===== src/rtl/simon_session_ctrl.sv =====
// Session controller for the Simon core: start/abort sequencing, press strobes,
// round scoring, high score and a timed game-over display before returning to idle.
module simon_session_ctrl #(
  parameter int HOLD_TICKS = 180
) (
  input  logic       clk,
  input  logic       reset,
  input  logic       start_i,
  input  logic [3:0] btn_i,
  input  logic       simon_turn_i,
  input  logic       simon_game_over_i,
  output logic       simon_reset_o,
  output logic [1:0] player_num_o,
  output logic       player_pressed_o,
  output logic [4:0] score_o,
  output logic [4:0] high_score_o,
  output logic       win_o,
  output logic [1:0] state_o
);

  localparam int HW = (HOLD_TICKS > 1) ? $clog2(HOLD_TICKS) : 1;
  localparam logic [HW-1:0] HOLD_LAST = HW'(HOLD_TICKS - 1);

  typedef enum logic [1:0] {
    IDLE = 2'd0,
    PLAY = 2'd1,
    OVER = 2'd2
  } state_e;

  state_e        state_q, state_d;
  logic [HW-1:0] hold_q, hold_d;
  logic [4:0]    score_q, score_d;
  logic [4:0]    high_q, high_d;
  logic          win_q, win_d;
  logic          start_q;
  logic          turn_q, turn_d;
  logic          btn_lock_q, btn_lock_d;
  logic          simon_reset_q, simon_reset_d;
  logic          pressed_q, pressed_d;
  logic [1:0]    num_q, num_d;

  logic          start_rise;
  logic          turn_rise;
  logic [4:0]    score_inc;
  logic          onehot;
  logic [1:0]    btn_idx;
  logic          accept;

  assign start_rise = start_i & ~start_q;
  assign turn_rise  = simon_turn_i & ~turn_q;
  assign score_inc  = (turn_rise && (score_q != 5'd16)) ? score_q + 5'd1 : score_q;

  always_ff @(posedge clk) begin
    if (reset) begin
      state_q       <= IDLE;
      hold_q        <= '0;
      score_q       <= 5'd0;
      high_q        <= 5'd0;
      win_q         <= 1'b0;
      start_q       <= 1'b1;
      turn_q        <= 1'b1;
      btn_lock_q    <= 1'b1;
      simon_reset_q <= 1'b1;
      pressed_q     <= 1'b0;
      num_q         <= 2'd0;
    end else begin
      state_q       <= state_d;
      hold_q        <= hold_d;
      score_q       <= score_d;
      high_q        <= high_d;
      win_q         <= win_d;
      start_q       <= start_i;
      turn_q        <= turn_d;
      btn_lock_q    <= btn_lock_d;
      simon_reset_q <= simon_reset_d;
      pressed_q     <= pressed_d;
      num_q         <= num_d;
    end
  end

  // Forcing turn_q high on start keeps a turn flag already up from counting as a round.
  always_comb begin
    state_d = state_q;
    hold_d  = hold_q;
    score_d = score_q;
    high_d  = high_q;
    win_d   = win_q;
    turn_d  = simon_turn_i;
    case (state_q)
      IDLE: begin
        if (start_rise) begin
          state_d = PLAY;
          score_d = 5'd0;
          turn_d  = 1'b1;
        end
      end
      PLAY: begin
        score_d = score_inc;
        if (simon_game_over_i) begin
          state_d = OVER;
          hold_d  = '0;
          if (score_inc > high_q) high_d = score_inc;
          win_d   = (score_inc == 5'd16);
        end else if (start_rise) begin
          state_d = IDLE;
        end
      end
      OVER: begin
        if (hold_q == HOLD_LAST) begin
          state_d = IDLE;
          hold_d  = '0;
          win_d   = 1'b0;
        end else begin
          hold_d = hold_q + HW'(1);
        end
      end
      default: state_d = IDLE;
    endcase
  end

  always_comb begin
    onehot  = 1'b1;
    btn_idx = 2'd0;
    case (btn_i)
      4'b0001: btn_idx = 2'd0;
      4'b0010: btn_idx = 2'd1;
      4'b0100: btn_idx = 2'd2;
      4'b1000: btn_idx = 2'd3;
      default: onehot  = 1'b0;
    endcase
    accept = (state_q == PLAY) && !simon_turn_i && !simon_game_over_i && !btn_lock_q && onehot;
    pressed_d     = accept;
    num_d         = accept ? btn_idx : num_q;
    // Any nonzero pattern locks, so chords burn the press until all buttons are released.
    btn_lock_d    = |btn_i;
    simon_reset_d = (state_d == IDLE);
  end

  assign simon_reset_o    = simon_reset_q;
  assign player_num_o     = num_q;
  assign player_pressed_o = pressed_q;
  assign score_o          = score_q;
  assign high_score_o     = high_q;
  assign win_o            = win_q;
  assign state_o          = state_q;

endmodule


===== config.mk =====
export PLATFORM = sky130hd
export DESIGN_NAME = simon_session_ctrl
export DESIGN_NICKNAME = d
export VERILOG_FILES = /design/src/rtl/simon_session_ctrl.sv
export SDC_FILE = /design/constraint.sdc
export NUM_CORES = 1
export LEC_CHECK = 0
export BUFFER_PORTS_ARGS = -buffer_cell sky130_fd_sc_hd__buf_2
export CORE_MARGIN = 2
export CORE_UTILIZATION = 50
export DETAILED_ROUTE_END_ITERATION = 8
export PLACE_DENSITY = 0.75
export SETUP_SLACK_MARGIN = 0.3
export SYNTH_ARGS = -nofsm -noshare
export SYNTH_HDL_FRONTEND = slang
export SYNTH_SLANG_ARGS = --single-unit

===== constraint.sdc =====
create_clock -name clk -period 2.4 [get_ports clk]
set_clock_uncertainty 0.05 [all_clocks]
set_input_delay 0.12 -clock clk [delete_from_list [all_inputs] [get_ports clk]]
set_output_delay 0.12 -clock clk [all_outputs]
set_load 0.02 [all_outputs]

==> impl_metrics.xml, run 1 <==
<?xml version="1.0" encoding="UTF-8"?>
<metrics>
  <group name="outcome">
    <metric name="status" unit="">complete, but fails checks</metric>
    <metric name="failing_checks" unit="">setup timing</metric>
  </group>
  <group name="setup_path">
    <metric name="crit_path_start_kind" unit="">flop</metric>
    <metric name="timing.critical_path.cells" unit="">inv_4 -&gt; ha_4 -&gt; nand3b_1 -&gt; nand3_1 -&gt; o21ai_2 -&gt; ha_1 -&gt; and3_1 -&gt; a31o_1 -&gt; a31oi_4 -&gt; mux2i_1 -&gt; nor2_1</metric>
    <metric name="cp_data_arrival_time" unit="ns">2.57</metric>
    <metric name="worst_setup_path_end_kind" unit="">flop</metric>
    <metric name="critical_path_start" unit="">score_o[0]</metric>
    <metric name="worstSetupPathType" unit="">reg -&gt; reg</metric>
    <metric name="critical-path-max-stage-delay" unit="ns">0.42</metric>
    <metric name="rr_startpoint" unit="">score_o[0]</metric>
    <metric name="timing.critical_path.required" unit="ns">2.56</metric>
    <metric name="timing.critical_path.slowest_stage_cell" unit="">sky130_fd_sc_hd__dfxtp_4</metric>
    <metric name="worstPathMaxFanout" unit="">6</metric>
  </group>
  <group name="clock_tree">
    <metric name="tritoncts.num_buffers" unit="">3</metric>
    <metric name="cts.sink_count" unit="">28</metric>
    <metric name="clock_insertion_delay_worst_skew" unit="ns">0.33</metric>
    <metric name="cts-root-buf" unit="">sky130_fd_sc_hd__clkbuf_4</metric>
    <metric name="clk_pin_slew_worst_paths" unit="ns">0.16</metric>
    <metric name="cts_tree" unit="">yes</metric>
    <metric name="ctsHtreeMaxLevel" unit="">1</metric>
    <metric name="clock_tree.buffer_depth" unit="">2</metric>
  </group>
  <group name="placement">
    <metric name="dp_hpwl" unit="um">2670</metric>
    <metric name="routabilityCongestion" unit="">0.863</metric>
    <metric name="placedCellCount" unit="">237</metric>
    <metric name="minimum_setup_slack_after_placement" unit="ns">-0.0118</metric>
    <metric name="port_buffers" unit="">25</metric>
  </group>
  <group name="power_and_ir_drop">
    <metric name="comb_power_share" unit="">0.096</metric>
    <metric name="power_switching_share" unit="">0.244</metric>
    <metric name="post-layout-total-power" unit="uW">782</metric>
    <metric name="share_seq_of_total_power" unit="">0.606</metric>
    <metric name="net-switching-power" unit="uW">191</metric>
    <metric name="clock_power_share" unit="">0.299</metric>
    <metric name="p_int" unit="uW">591</metric>
    <metric name="max-vdd-ir-drop" unit="mV">0.220</metric>
    <metric name="power.density" unit="mW/mm^2">407</metric>
    <metric name="static-leakage-power" unit="uW">0.000747</metric>
  </group>
  <group name="die">
    <metric name="die_h" unit="um">59.3</metric>
    <metric name="initial_core_util" unit="">0.513</metric>
    <metric name="dieArea" unit="mm^2">0.00351</metric>
    <metric name="core" unit="mm^2">0.00298</metric>
    <metric name="std_cell_rows" unit="">20</metric>
    <metric name="num_io_pins" unit="">26</metric>
    <metric name="die-width" unit="um">59.3</metric>
  </group>
  <group name="sta">
    <metric name="worst_pin_slew" unit="ns">0.541</metric>
    <metric name="setup_viol" unit="">3</metric>
    <metric name="max-slew-margin-rel" unit="">0.640</metric>
    <metric name="final_hold_violations" unit="">0</metric>
    <metric name="final_max_slew_viol_count" unit="">0</metric>
    <metric name="layout_min_cycle_time" unit="ns">2.41</metric>
    <metric name="timing.final.ws_setup" unit="ns">-0.0108</metric>
    <metric name="grt_setup_unrepaired" unit="">true</metric>
    <metric name="timing.final.crit_share" unit="">1.00</metric>
    <metric name="max_clock_freq" unit="MHz">415</metric>
  </group>
  <group name="cells_and_area">
    <metric name="antennaDiodeCount" unit="">0</metric>
    <metric name="final_cells" unit="">252</metric>
    <metric name="area_growth" unit="%">25.7</metric>
    <metric name="finalNetCount" unit="">237</metric>
    <metric name="finish.utilization" unit="">0.645</metric>
    <metric name="layout-drive-gt1-share" unit="">0.311</metric>
  </group>
  <group name="synthesis">
    <metric name="post_synth_num_cell_types" unit="">48</metric>
    <metric name="synth_top_area_cell" unit="">sky130_fd_sc_hd__dfxtp_1</metric>
    <metric name="ys.warnings.count" unit="">0</metric>
    <metric name="postSynthAreaPerCell" unit="um^2">8.63</metric>
    <metric name="yosys_most_used_dff" unit="">sky130_fd_sc_hd__dfxtp_1</metric>
    <metric name="asyncSetResetFlopFracSynth" unit="">0</metric>
    <metric name="synth-edff-count" unit="">0</metric>
    <metric name="synth_seq_cells" unit="">28</metric>
    <metric name="synth_top_cells_by_area" unit="">sky130_fd_sc_hd__dfxtp_1 37%, sky130_fd_sc_hd__ha_1 6.6%, sky130_fd_sc_hd__nor2_1 6.4%, sky130_fd_sc_hd__mux2i_1 4.6%, sky130_fd_sc_hd__a21oi_1 3.6%</metric>
    <metric name="synth_sequential_area_ratio" unit="">0.367</metric>
    <metric name="syn-cell-area" unit="mm^2">0.00153</metric>
    <metric name="syn_nets" unit="">194</metric>
    <metric name="yosysTopAreaCellShare" unit="">0.367</metric>
    <metric name="postSynthCellCount" unit="">177</metric>
  </group>
  <group name="global_routing">
    <metric name="global_route.overflow_total" unit="">0</metric>
    <metric name="grt_pass1_vias" unit="">1473</metric>
    <metric name="grt_antenna_before_repair" unit="">0</metric>
    <metric name="grt_util_all_layers" unit="">0.248</metric>
    <metric name="grt_first_pass_wirelength" unit="um">6710</metric>
    <metric name="largest_net_degree_at_the_start_of_global_routing" unit="">29</metric>
  </group>
  <group name="detailed_routing">
    <metric name="count_of_unresolved_drc_violations_after_routing" unit="">0</metric>
    <metric name="antenna_violating_nets_post_route" unit="">0</metric>
    <metric name="finalWirelength" unit="um">3790</metric>
    <metric name="dr.first_iter.drc_count" unit="">91</metric>
    <metric name="dr_total_vias" unit="">1469</metric>
    <metric name="drt_first_pass_iters" unit="">4</metric>
    <metric name="route.detailed.vias_per_inst" unit="">5.83</metric>
    <metric name="post_drt_wl_per_cell" unit="um">15.0</metric>
  </group>
  <group name="hold_path">
    <metric name="worst_hold_launch" unit="">btn_i[2]</metric>
    <metric name="holdCritPathClass" unit="">in -&gt; reg</metric>
  </group>
  <group name="job">
    <metric name="timing.max_cap.violations" unit="">0</metric>
  </group>
</metrics>
Yosys cell counts, drive strengths merged (2+ instances only):
cell type and n:
dfxtp 28, nor2 26, a21oi 12, inv 10, nand3 10, o21ai 9
ha 8, mux2i 7, nand2 7, nor3 5, nand3b 4, nor2b 4
xnor2 4, a22oi 3, a311oi 3, a31oi 3, clkbuf 3, nand2b 3
a211oi 2, a31o 2, and2 2, and3 2, nand4 2, o211ai 2
path summary, 6_finish.rpt:
check / end / slack (ns) / depth (start not counted)
max reg2reg: high_score_o[2] / -0.01 / 11
min: btn_lock_q / 0.02 / 3
min reg2reg: hold_q[1] / 0.45 / 2
max: high_score_o[2] / -0.01 / 11
cell usage in the layout, fill, tap and decap left out, types with 3 or more instances in the layout:
| cell type | count |
|---|---|
| sky130_fd_sc_hd__nor2_1 | 26 |
| sky130_fd_sc_hd__mux2i_1 | 6 |
| sky130_fd_sc_hd__buf_2 | 25 |
| sky130_fd_sc_hd__a311oi_1 | 3 |
| sky130_fd_sc_hd__nand3_1 | 10 |
| sky130_fd_sc_hd__xnor2_1 | 3 |
| sky130_fd_sc_hd__nor2b_1 | 3 |
| sky130_fd_sc_hd__o21ai_0 | 7 |
| sky130_fd_sc_hd__dfxtp_1 | 25 |
| sky130_fd_sc_hd__nor3_1 | 5 |
| sky130_fd_sc_hd__buf_4 | 15 |
| sky130_fd_sc_hd__clkbuf_4 | 3 |
| sky130_fd_sc_hd__inv_1 | 8 |
| sky130_fd_sc_hd__a22oi_1 | 3 |
| sky130_fd_sc_hd__nand3b_1 | 3 |
| sky130_fd_sc_hd__nand2_1 | 7 |
| sky130_fd_sc_hd__a21oi_1 | 11 |
| sky130_fd_sc_hd__ha_1 | 6 |
flip-flops by register name, summed over array words and instances (netlist names):
| register | count |
|---|---|
| player_pressed_o | 1 |
| hold_q | 8 |
| turn_q | 1 |
| state_o | 2 |
| high_score_o | 5 |
| win_o | 1 |
| btn_lock_q | 1 |
| player_num_o | 2 |
| start_q | 1 |
| simon_reset_o | 1 |
| score_o | 5 |
cell families (layout without fill, tap and decap cells):
logic type                 after synthesis  after routing  synth area share
AOI/OAI and AO/OA                       44             44             0.202
DFF                                     28             28             0.367
muxes                                    7              7            0.0459
and+or+nand+nor                         71             71             0.256
adders and majority gates                8              8            0.0655
xor gates and xnor gates                 5              5            0.0287
buffers and inverters                   14             56            0.0352
layout make-up:
cell class,instances,area [um^2]
tap,33,41.3
timing repair buffer,42,258
clock buffer,4,36.3
sequential,28,569
inverter,10,42.5
multi-input combinational,135,973
fill,246,1060
through the flow:
stage	hold slack, ns	setup TNS [ns]	area, um^2
final	0.0165	-0.0211	1920
after detailed placement	0.279	-0.0219	1770
after global routing	0.0334	-0.519	1920
after global placement	0.275	0	1770
after CTS	0.00183	0	1920
after floorplan	0.169	0	1580
power by group through the flow:
stage	combinational (uW)	clock [uW]	sequential [uW]
final	74.8	234	473
after CTS	72.9	240	473
after global placement	61.3	0	483
after floorplan	37.4	0	485
after global routing	81.2	261	475
after detailed placement	65.2	0	483
layer usage:
layer	track usage	part of all wire	vias up
met4	0.0682	0.012	0
met2	0.473	0.53	30
li1	-	-	725
met5	0	0	-
met1	0.288	0.42	708
met3	0.0284	0.035	6
worst max-delay path, delay by kind of cell (launching register included):
family | cells | cell delay, ns
DFF | 1 | 0.42
adders and majority gates | 2 | 0.41
AOI/OAI and AO/OA | 3 | 0.66
and+or+nand+nor | 4 | 0.48
buffers and inverters | 1 | 0.05
muxes | 1 | 0.23
timing repair:
item                                    in CTS  in global routing
pin swaps                                    5                  1
hold buffers                                 2                  0
endpoints found under the setup margin       5                  5
resized for setup                            5                  0
endpoints found under the hold margin        2                  0
setup buffers                                9                  0
Power figures use the tool's default switching activity.
==> run 2: changes to the inputs <==
- CORE_MARGIN: 2 -> 3
==> run 2 against run 1 <==
- the flow still finishes with violations (setup timing)
- clock-buffer cell count is the same
- fmax shrank 0.94%
- flip-flop and latch count is the same
- register-to-register slack lost 0.02 ns
- combinational power shrank 2%
- total power shrank 0.28%
- first-iteration DRC count shrank 15%
- hold slack lost 0.015 ns
- wire length grew 0.21%
- largest cell class unchanged
- sequential share of layout area shrank 0.73 points
==> impl_metrics.xml, run 2 (synthesis gave the netlist of run 1 again) <==
<?xml version="1.0" encoding="UTF-8"?>
<metrics>
  <group name="setup_path">
    <metric name="critical_path.top_delay_family" unit="">compound AO/OA/AOI/OAI gates</metric>
    <metric name="critical-path-top-cell-by-count" unit="">sky130_fd_sc_hd__ha_4</metric>
    <metric name="crit-reg2reg-capture" unit="">high_score_o[4]</metric>
    <metric name="worst-path-stages" unit="">10</metric>
    <metric name="worst-r2r-setup-slack" unit="ns">-0.03</metric>
    <metric name="rr_startpoint" unit="">score_o[0]</metric>
    <metric name="worstPathMaxFanout" unit="">6</metric>
    <metric name="critical-path-max-stage-delay" unit="ns">0.41</metric>
    <metric name="timing.reg2reg.worst_path_depth" unit="">10</metric>
    <metric name="cp_data_arrival_time" unit="ns">2.59</metric>
    <metric name="combined_buffer_and_inverter_count_along_the_critical_path" unit="">1</metric>
    <metric name="worst_setup_path_end_kind" unit="">flop</metric>
    <metric name="timing.critical_path.required" unit="ns">2.56</metric>
    <metric name="timing.critical_path.cells" unit="">inv_4 -&gt; ha_4 -&gt; nand3b_1 -&gt; o21a_4 -&gt; mux2i_4 -&gt; ha_4 -&gt; a31o_1 -&gt; a31oi_4 -&gt; mux2i_1 -&gt; nor2_1</metric>
    <metric name="worstSetupPathType" unit="">reg -&gt; reg</metric>
    <metric name="crit_path_start_kind" unit="">flop</metric>
    <metric name="timing.critical_path.slowest_stage_cell" unit="">sky130_fd_sc_hd__dfxtp_4</metric>
  </group>
  <group name="placement">
    <metric name="routabilityCongestion" unit="">0.834</metric>
    <metric name="dp_hpwl" unit="um">2590</metric>
    <metric name="port_buffers" unit="">25</metric>
  </group>
  <group name="sta">
    <metric name="final_hold_violations" unit="">0</metric>
    <metric name="timing.final.crit_share" unit="">1.01</metric>
    <metric name="fin_setup_tns" unit="ns">-0.0542</metric>
    <metric name="max_clock_freq" unit="MHz">411</metric>
    <metric name="final_max_slew_viol_count" unit="">0</metric>
    <metric name="timing.hold.ws" unit="ns">0.00140</metric>
    <metric name="timing.final.ws_setup" unit="ns">-0.0337</metric>
    <metric name="worst_pin_slew" unit="ns">0.512</metric>
    <metric name="setup_viol" unit="">2</metric>
    <metric name="layout_min_cycle_time" unit="ns">2.43</metric>
    <metric name="max-slew-margin-rel" unit="">0.659</metric>
    <metric name="grt_setup_unrepaired" unit="">true</metric>
  </group>
  <group name="clock_tree">
    <metric name="cts_tree" unit="">yes</metric>
    <metric name="clock_tree.buffer_depth" unit="">2</metric>
    <metric name="clock_insertion_delay_worst_skew" unit="ns">0.33</metric>
    <metric name="tritoncts.num_buffers" unit="">3</metric>
    <metric name="cts.sink_count" unit="">28</metric>
    <metric name="ctsHtreeMaxLevel" unit="">1</metric>
    <metric name="clk_pin_slew_worst_paths" unit="ns">0.16</metric>
    <metric name="cts-root-buf" unit="">sky130_fd_sc_hd__clkbuf_4</metric>
  </group>
  <group name="power_and_ir_drop">
    <metric name="static-leakage-power" unit="uW">0.000779</metric>
    <metric name="max-vdd-ir-drop" unit="mV">0.253</metric>
    <metric name="power.density" unit="mW/mm^2">396</metric>
  </group>
  <group name="outcome">
    <metric name="status" unit="">complete, but fails checks</metric>
    <metric name="failing_checks" unit="">setup timing</metric>
  </group>
  <group name="die">
    <metric name="dieArea" unit="mm^2">0.00375</metric>
    <metric name="die-width" unit="um">61.3</metric>
    <metric name="initial_core_util" unit="">0.540</metric>
    <metric name="core" unit="mm^2">0.00283</metric>
    <metric name="std_cell_rows" unit="">19</metric>
    <metric name="num_io_pins" unit="">26</metric>
    <metric name="die_h" unit="um">61.3</metric>
  </group>
  <group name="cells_and_area">
    <metric name="finalNetCount" unit="">238</metric>
    <metric name="layout-drive-gt1-share" unit="">0.332</metric>
    <metric name="antennaDiodeCount" unit="">0</metric>
    <metric name="layout.cells.most_common" unit="">sky130_fd_sc_hd__nor2_1</metric>
    <metric name="largest_register" unit="">hold_q</metric>
    <metric name="largest_register_ffs" unit="">8</metric>
    <metric name="area_growth" unit="%">28.9</metric>
    <metric name="layout_common_cells" unit="">26 x sky130_fd_sc_hd__nor2_1, 25 x sky130_fd_sc_hd__dfxtp_1, 25 x sky130_fd_sc_hd__buf_2, 15 x sky130_fd_sc_hd__buf_4, 11 x sky130_fd_sc_hd__a21oi_1</metric>
  </group>
  <group name="detailed_routing">
    <metric name="dr.first_iter.drc_count" unit="">77</metric>
    <metric name="post_drt_wl_per_cell" unit="um">15.1</metric>
    <metric name="finalWirelength" unit="um">3800</metric>
    <metric name="drt_first_pass_iters" unit="">4</metric>
    <metric name="route.detailed.vias_per_inst" unit="">5.77</metric>
    <metric name="count_of_unresolved_drc_violations_after_routing" unit="">0</metric>
    <metric name="antenna_violating_nets_post_route" unit="">0</metric>
    <metric name="dr_total_vias" unit="">1449</metric>
  </group>
  <group name="hold_path">
    <metric name="worst_hold_launch" unit="">btn_i[2]</metric>
    <metric name="min_to" unit="">btn_lock_q</metric>
    <metric name="holdCritPathClass" unit="">in -&gt; reg</metric>
    <metric name="holdPathStages" unit="">3</metric>
  </group>
  <group name="job">
    <metric name="timing.max_cap.violations" unit="">0</metric>
  </group>
  <group name="global_routing">
    <metric name="grt_util_all_layers" unit="">0.225</metric>
    <metric name="largest_net_degree_at_the_start_of_global_routing" unit="">29</metric>
    <metric name="grt_pass1_vias" unit="">1449</metric>
    <metric name="global_route.overflow_total" unit="">0</metric>
    <metric name="grt_antenna_before_repair" unit="">0</metric>
    <metric name="grt_first_pass_wirelength" unit="um">6350</metric>
  </group>
</metrics>
[run 2: repair_timing]
| action | CTS | global route |
|---|---|---|
| buffers inserted | 7 | 2 |
| pin swaps | 9 | 3 |
| hold buffers | 3 | 0 |
| hold endpoints to repair | 3 | 0 |
| setup endpoints to repair | 5 | 5 |
| gates resized for setup | 9 | 2 |
[run 2: final cells by class]
type / instances / area (um^2)
fillers: 217 / 860
well taps: 31 / 38.8
clock buffers: 4 / 36.3
inverters: 10 / 42.5
multi-input cells: 135 / 1010
flip-flops and latches: 28 / 569
repair buffers: 43 / 268
[run 2: how the worst max path moves through the flow]
stage	from	to	slack (ns)
after floorplan	score_o[0]	high_score_o[1]	0.12
after global placement	score_o[1]	high_score_o[3]	0.07
after detailed placement	score_o[0]	high_score_o[4]	-0.05
after CTS	score_o[0]	high_score_o[4]	0.008
after global routing	score_o[0]	high_score_o[4]	-0.12
final	score_o[0]	high_score_o[4]	-0.03
[run 2: power breakdown]
part	leakage (uW)	switching [uW]	internal (uW)	total (uW)
Combinational	0.000530	43.4	29.8	73.2
Clock	0.0000210	141	92.8	233
Sequential	0.000229	5.13	468	473
Total	0.000779	189	591	780
[run 2: per-layer routing]
metal / up-vias / track usage / wire length [um]
li1: 731 / - / -
met2: 44 / 0.408 / 1980
met1: 666 / 0.266 / 1550
met5: - / 0 / 0
met4: 0 / 0.0805 / 87
met3: 8 / 0.0335 / 185
[run 2: worst register-to-register path, cell delays in order, from the launching register on]
cell and delay (ns):
sky130_fd_sc_hd__dfxtp_4 0.41, sky130_fd_sc_hd__inv_4 0.04, sky130_fd_sc_hd__ha_4 0.15, sky130_fd_sc_hd__nand3b_1 0.12, sky130_fd_sc_hd__o21a_4 0.18, sky130_fd_sc_hd__mux2i_4 0.30
sky130_fd_sc_hd__ha_4 0.24, sky130_fd_sc_hd__a31o_1 0.23, sky130_fd_sc_hd__a31oi_4 0.28, sky130_fd_sc_hd__mux2i_1 0.24, sky130_fd_sc_hd__nor2_1 0.06
[run 2: per-stage QoR]
stage	power, uW	cell area, um^2	setup WS (ns)	instances	util
after floorplan	523	1580	0.121	177	-
after global placement	544	1770	0.0697	235	0.625
after detailed placement	548	1770	-0.0461	235	0.625
after CTS	784	1950	0.00818	249	0.688
after global routing	810	1970	-0.121	251	0.696
final	780	1970	-0.0337	251	0.696
